$ cat config.mk
export PLATFORM = sky130hd
export DESIGN_NAME = vga_timing_gen
export DESIGN_NICKNAME = d
export VERILOG_FILES = /design/src/rtl/vga_pkg.sv /design/src/rtl/vga_delay_line.sv /design/src/rtl/vga_timing_gen.sv
export SDC_FILE = /design/constraint.sdc
export NUM_CORES = 1
export LEC_CHECK = 0
export BUFFER_PORTS_ARGS = -buffer_cell sky130_fd_sc_hd__buf_2
export CELL_PAD_IN_SITES_DETAIL_PLACEMENT = 2
export CELL_PAD_IN_SITES_GLOBAL_PLACEMENT = 2
export CORE_MARGIN = 5
export CORE_UTILIZATION = 35
export CTS_BUF_LIST = sky130_fd_sc_hd__clkbuf_8
export CTS_CLUSTER_DIAMETER = 80
export DETAILED_ROUTE_END_ITERATION = 6
export HOLD_SLACK_MARGIN = 0.08
export PLACE_DENSITY = 0.84
export SYNTH_ARGS = -nofsm -noshare
export SYNTH_HDL_FRONTEND = slang
export SYNTH_SLANG_ARGS = --single-unit
$ cat constraint.sdc
create_clock -name PIXEL_CLK -period 3 [get_ports PIXEL_CLK]
set_input_delay 0.6 -clock PIXEL_CLK [delete_from_list [all_inputs] [get_ports PIXEL_CLK]]
set_output_delay 0.6 -clock PIXEL_CLK [all_outputs]
set_load 0.02 [all_outputs]
$ cat src/rtl/vga_pkg.sv
// rtl/vga_pkg.sv - 800x600@72 timing defaults, RGB332 field positions and shared types
package vga_pkg;

    localparam int DEF_H_ACTIVE = 800;
    localparam int DEF_H_FP     = 56;
    localparam int DEF_H_SYNC   = 120;
    localparam int DEF_H_BP     = 64;
    localparam int DEF_V_ACTIVE = 600;
    localparam int DEF_V_FP     = 37;
    localparam int DEF_V_SYNC   = 6;
    localparam int DEF_V_BP     = 23;
    localparam int DEF_H_TOTAL  = DEF_H_ACTIVE + DEF_H_FP + DEF_H_SYNC + DEF_H_BP;
    localparam int DEF_V_TOTAL  = DEF_V_ACTIVE + DEF_V_FP + DEF_V_SYNC + DEF_V_BP;

    localparam int R_MSB = 7;
    localparam int R_LSB = 5;
    localparam int G_MSB = 4;
    localparam int G_LSB = 2;
    localparam int B_MSB = 1;
    localparam int B_LSB = 0;

    localparam logic [9:0] BLANK_COORD = 10'h3FF;

    typedef struct packed {
        logic active;
        logic hs;
        logic vs;
        logic first;
    } vga_ctl_t;

    function automatic logic [7:0] bar_color(input logic [2:0] idx);
        return {{3{idx[2]}}, {3{idx[1]}}, {2{idx[0]}}};
    endfunction

endpackage

$ cat src/rtl/vga_delay_line.sv
// rtl/vga_delay_line.sv - reset-clearable shift register of parameterised depth (0 = wire)
module vga_delay_line #(
    parameter int DEPTH = 1,
    parameter int WIDTH = 4
) (
    input  logic             i_clk,
    input  logic             i_rst,
    input  logic [WIDTH-1:0] i_d,
    output logic [WIDTH-1:0] o_q
);

    generate
        if (DEPTH == 0) begin : g_pass
            assign o_q = i_d;
        end else begin : g_dly
            logic [WIDTH-1:0] r_stage [DEPTH];

            always_ff @(posedge i_clk) begin
                if (i_rst) begin
                    for (int i = 0; i < DEPTH; i++) r_stage[i] <= '0;
                end else begin
                    r_stage[0] <= i_d;
                    for (int i = 1; i < DEPTH; i++) r_stage[i] <= r_stage[i-1];
                end
            end

            assign o_q = r_stage[DEPTH-1];
        end
    endgenerate

endmodule

$ cat src/rtl/vga_timing_gen.sv
// rtl/vga_timing_gen.sv - VGA raster counters, framebuffer-aligned RGB332 and sync output stage
// Optional colour-bar test pattern with TEST_MODE port: define VGA_TEST_PATTERN_EN.
module vga_timing_gen
    import vga_pkg::*;
#(
    parameter int H_ACTIVE = DEF_H_ACTIVE,
    parameter int H_FP     = DEF_H_FP,
    parameter int H_SYNC   = DEF_H_SYNC,
    parameter int H_BP     = DEF_H_BP,
    parameter int V_ACTIVE = DEF_V_ACTIVE,
    parameter int V_FP     = DEF_V_FP,
    parameter int V_SYNC   = DEF_V_SYNC,
    parameter int V_BP     = DEF_V_BP,
    parameter int H_POL    = 1,
    parameter int V_POL    = 1,
    parameter int PIPE_DLY = 1
) (
    input  logic       PIXEL_CLK,
    input  logic       RST,
`ifdef VGA_TEST_PATTERN_EN
    input  logic       TEST_MODE,
`endif
    input  logic [7:0] PIXEL_DATA,
    output logic [9:0] HC_O,
    output logic [9:0] VC_O,
    output logic       HSYNC,
    output logic       VSYNC,
    output logic [2:0] RED,
    output logic [2:0] GREEN,
    output logic [1:0] BLUE,
    output logic       FRAME_START
);

    localparam int H_TOTAL   = H_ACTIVE + H_FP + H_SYNC + H_BP;
    localparam int V_TOTAL   = V_ACTIVE + V_FP + V_SYNC + V_BP;
    localparam int HS_START  = H_ACTIVE + H_FP;
    localparam int HS_END    = HS_START + H_SYNC;
    localparam int VS_START  = V_ACTIVE + V_FP;
    localparam int VS_END    = VS_START + V_SYNC;
    localparam logic HS_ON   = H_POL[0];
    localparam logic VS_ON   = V_POL[0];
    localparam int CTL_W     = $bits(vga_ctl_t);

    logic [10:0] r_h_cnt;
    logic [10:0] r_v_cnt;
    logic        w_h_last;
    logic        w_v_last;
    vga_ctl_t    w_ctl;
    vga_ctl_t    w_ctl_d;
    logic [7:0]  w_pix;

    assign w_h_last = (r_h_cnt == 11'(H_TOTAL - 1));
    assign w_v_last = (r_v_cnt == 11'(V_TOTAL - 1));

    always_ff @(posedge PIXEL_CLK) begin
        if (RST) begin
            r_h_cnt <= '0;
            r_v_cnt <= '0;
        end else if (w_h_last) begin
            r_h_cnt <= '0;
            r_v_cnt <= w_v_last ? 11'd0 : r_v_cnt + 11'd1;
        end else begin
            r_h_cnt <= r_h_cnt + 11'd1;
        end
    end

    assign w_ctl.active = (r_h_cnt < 11'(H_ACTIVE)) && (r_v_cnt < 11'(V_ACTIVE));
    assign w_ctl.hs     = (r_h_cnt >= 11'(HS_START)) && (r_h_cnt < 11'(HS_END));
    assign w_ctl.vs     = (r_v_cnt >= 11'(VS_START)) && (r_v_cnt < 11'(VS_END));
    assign w_ctl.first  = (r_h_cnt == 11'd0) && (r_v_cnt == 11'd0);

    assign HC_O = w_ctl.active ? r_h_cnt[9:0] : BLANK_COORD;
    assign VC_O = w_ctl.active ? r_v_cnt[9:0] : BLANK_COORD;

`ifdef VGA_TEST_PATTERN_EN
    // The column travels with the control bits so the bar edge lines up with the pixel data.
    localparam int BAR_W = H_ACTIVE / 8;
    logic [9:0]       w_h_d;
    logic [2:0]       w_bar_idx;
    logic [CTL_W+9:0] w_dly_q;

    vga_delay_line #(.DEPTH(PIPE_DLY), .WIDTH(CTL_W + 10)) u_dly (
        .i_clk (PIXEL_CLK),
        .i_rst (RST),
        .i_d   ({r_h_cnt[9:0], w_ctl}),
        .o_q   (w_dly_q)
    );

    assign w_h_d     = w_dly_q[CTL_W+9:CTL_W];
    assign w_ctl_d   = w_dly_q[CTL_W-1:0];
    assign w_bar_idx = 3'(w_h_d / 10'(BAR_W));
    assign w_pix     = TEST_MODE ? bar_color(w_bar_idx) : PIXEL_DATA;
`else
    vga_delay_line #(.DEPTH(PIPE_DLY), .WIDTH(CTL_W)) u_dly (
        .i_clk (PIXEL_CLK),
        .i_rst (RST),
        .i_d   (w_ctl),
        .o_q   (w_ctl_d)
    );

    assign w_pix = PIXEL_DATA;
`endif

    logic       r_hsync;
    logic       r_vsync;
    logic [2:0] r_red;
    logic [2:0] r_green;
    logic [1:0] r_blue;
    logic       r_frame_start;

    always_ff @(posedge PIXEL_CLK) begin
        if (RST) begin
            r_hsync       <= ~HS_ON;
            r_vsync       <= ~VS_ON;
            r_red         <= '0;
            r_green       <= '0;
            r_blue        <= '0;
            r_frame_start <= 1'b0;
        end else begin
            r_hsync       <= w_ctl_d.hs ? HS_ON : ~HS_ON;
            r_vsync       <= w_ctl_d.vs ? VS_ON : ~VS_ON;
            r_red         <= w_ctl_d.active ? w_pix[R_MSB:R_LSB] : 3'd0;
            r_green       <= w_ctl_d.active ? w_pix[G_MSB:G_LSB] : 3'd0;
            r_blue        <= w_ctl_d.active ? w_pix[B_MSB:B_LSB] : 2'd0;
            r_frame_start <= w_ctl_d.first;
        end
    end

    assign HSYNC       = r_hsync;
    assign VSYNC       = r_vsync;
    assign RED         = r_red;
    assign GREEN       = r_green;
    assign BLUE        = r_blue;
    assign FRAME_START = r_frame_start;

endmodule

==> metrics.cfg <==
[setup_path]
end_kind = output port
r2r-start = r_h_cnt[0]$_SDFF_PP0_
cp_num_cells = 6
crit_family = compound AO/OA/AOI/OAI gates
critPathLaunchType = flop
crit_chain = a21o_1, a211o_1, a2111oi_4, buf_4, nand2b_1, buf_2
critPathSlowestCell = dfxtp_1
slowest_delay_ns = 0.39
path_class = reg2out
worstPathRequired_ns = 2.40
cp_max_fo = 12
cp_num_buf_inv = 2
r2r_slack_ns = 0.78
reg2reg_to = r_v_cnt[7]$_SDFFE_PP0N_
crit_start = r_v_cnt[4]$_SDFFE_PP0N_
crit_path_end = VC_O[4]
r2r_cells = 5
crit_arrival_ns = 2.11

[cts]
cts_hold_buf = 0
numCtsBuffers = 5
path_clk_slew_ns = 0.08
cts-resized-gates = 0
clockBufferDepth = 2
cts_tree = yes
clock_sinks = 37
cts_htree_levels = 2
clkLatencyLatePin_ns = 0.30
clockRootBuffer = clkbuf_8
cts_setup_buffers = 0

[yosys]
synth-async-reset-ratio = 0
synth_ff_type = dfxtp_1
avgSynthCellArea_um2 = 8.952
synth_top_area_cell = dfxtp_1
synth_nets = 215
yosys_warnings = 0
synth_area_leaders = dfxtp_1 (41%), nand2b_1 (5.9%), ha_1 (3.5%)
synthesis.area_um2 = 1790
synth_common_cells = dfxtp_1 (37), nand2b_1 (17), nor2_1 (14), a21oi_1 (10), nand2_1 (10)
yosys.area.top_type_share = 0.4137
yosysMostFrequentCell = dfxtp_1
synthCells = 200
ys_seq_area_frac = 0.4137
yosys_register_bits = 37
synth.distinct_cells = 42
synth_edf_count = 0

[drt]
routed_via_density = 5.232
drt-wirelength-per-cell_um = 17.86
drtIter0Drc = 29
route.met2.wl_mm = 2.875
dr.max_layer_used = met4
remaining_drc_errors = 0
met1Wirelength_mm = 2.326
dr_wl_met3_um = 248
first_pass_iters = 4
drtAntennaViolNets = 0
via_count = 1622
finalWirelength_mm = 5.536

[cells_and_area]
final_area_um2 = 2177
fin_nets = 254
final_cells = 310
fillerInstances = 579
final_util = 0.4318
drive_above_1_share = 0.2417
diodes = 0
area_growth_pct = 21.59

[sta]
fmax_mhz = 368.8
finClkSkew_ns = 0.005928
final.min_clock_period_ns = 2.711
final_max_slew_viol_count = 0
hold_viol = 0
period_share = 0.9038
setup_viol = 0
tightest_slew_ns = 0.8691
tns_ns = 0
rsz0062_at_grt = no
slew_headroom = 0.4194
holdWs_ns = 0.4436
setup_slack_ns = 0.2885

[floorplan]
die_h_um = 81.53
die_w_um = 81.53
die_area_um2 = 6646
core-area_um2 = 5042
start_util = 0.3551
rows = 26
num_io_pins = 41

[global_routing]
antenna_found_initial = 0
grt_pass1_vias = 1744
grt_pass1_wl_mm = 8.928
overflow = 0
grt_max_degree = 14
grt_usage = 0.1807

[status]
status = complete, no violations

[place]
io_buffers = 40
dpl.cell_count = 302
place_ws_ns = 0.6313
routabilityCongestion = 0.8112
post-dp-hpwl_mm = 3.960
place_area_um2 = 2039

[run]
maxCapViolCount = 0

[worst_hold_path]
hold_class = reg2reg

[pwr]
p_per_area_nw_per_um2 = 501.1
vdd_drop_max_mv = 0.2314
p_leak_nw = 0.9988
power_mw = 1.091

layer usage:
metal | vias up | track usage
met3 | 9 | 0.04057
li1 | 775 | -
met5 | - | 0
met2 | 36 | 0.3339
met4 | 0 | 0.05912
met1 | 802 | 0.2029
state kept, by name, indices dropped and copies added, names as in the netlist:
signal	flops
BLUE	2
FRAME_START	1
GREEN	3
HSYNC	1
RED	3
VSYNC	1
r_h_cnt	11
r_v_cnt	11
u_dly.g_dly.r_stage	4
layout by cell type, fill, tap and decap left out, drive strengths merged:
cell	count
and3	6
and4	3
clkbuf	5
buf	42
nor3b	3
o21ai	3
and2	9
o21a	1
nor4b	2
dfxtp	37
xnor2	7
nand2	10
o21ba	1
o21bai	1
or4	4
ha	5
nor2	14
nand4	6
and2b	1
a21o	1
a31o	1
nand2b	17
or3	5
or4b	1
o31ai	4
a311oi	1
a41o	1
a211o	1
a2111oi	1
xor2	4
bufinv	2
inv	8
nor3	6
nand3	9
nor2b	5
nor4	3
a21oi	10
worst reg2reg max path: stages, from the launching register on:
cell and delay (ns):
dfxtp_1 0.41, ha_1 0.27, and4_1 0.27, nand3_2 0.22, o21bai_1 0.77, a21oi_1 0.11
area by class of cell:
| class | instances | area, um2 | share of cell area |
|---|---|---|---|
| Clock buffer | 5 | 68.82 | 0.03161 |
| Clock inverter | 3 | 68.82 | 0.03161 |
| Inverter | 7 | 26.28 | 0.01207 |
| Multi-Input combinational cell | 146 | 969.7 | 0.4454 |
| Sequential cell | 37 | 740.7 | 0.3402 |
| Tap cell | 70 | 87.58 | 0.04023 |
| Timing Repair Buffer | 42 | 215.2 | 0.09885 |
report_power, final:
part,internal [mW],switching [mW]
clock network,0.335,0.192
logic,0.0223,0.0341
registers,0.502,0.00682
kinds of logic (layout without fill, tap and decap cells):
group / after synthesis / count (layout) / synth area share
xor+xnor: 11 / 11 / 0.05381
compound gates: 26 / 26 / 0.1069
fa+ha+maj: 5 / 5 / 0.03494
buf+inv: 17 / 57 / 0.04473
simple gates: 104 / 104 / 0.3459
flops: 37 / 37 / 0.4137
worst min-delay path by stage:
stage / startpoint / end / slack [ns] / depth (start not counted)
global placement: u_dly.g_dly.r_stage[0][0]$_SDFF_PP0_ / FRAME_START$_SDFF_PP0_ / 0.42 / 1
CTS: u_dly.g_dly.r_stage[0][2]$_SDFF_PP0_ / HSYNC$_SDFF_PP0_ / 0.45 / 1
floorplan: u_dly.g_dly.r_stage[0][0]$_SDFF_PP0_ / FRAME_START$_SDFF_PP0_ / 0.41 / 1
global route: u_dly.g_dly.r_stage[0][2]$_SDFF_PP0_ / HSYNC$_SDFF_PP0_ / 0.47 / 1
detailed placement: u_dly.g_dly.r_stage[0][2]$_SDFF_PP0_ / HSYNC$_SDFF_PP0_ / 0.43 / 1
finish: u_dly.g_dly.r_stage[0][2]$_SDFF_PP0_ / HSYNC$_SDFF_PP0_ / 0.44 / 1
No activity file was read; power rests on OpenSTA's default activity.
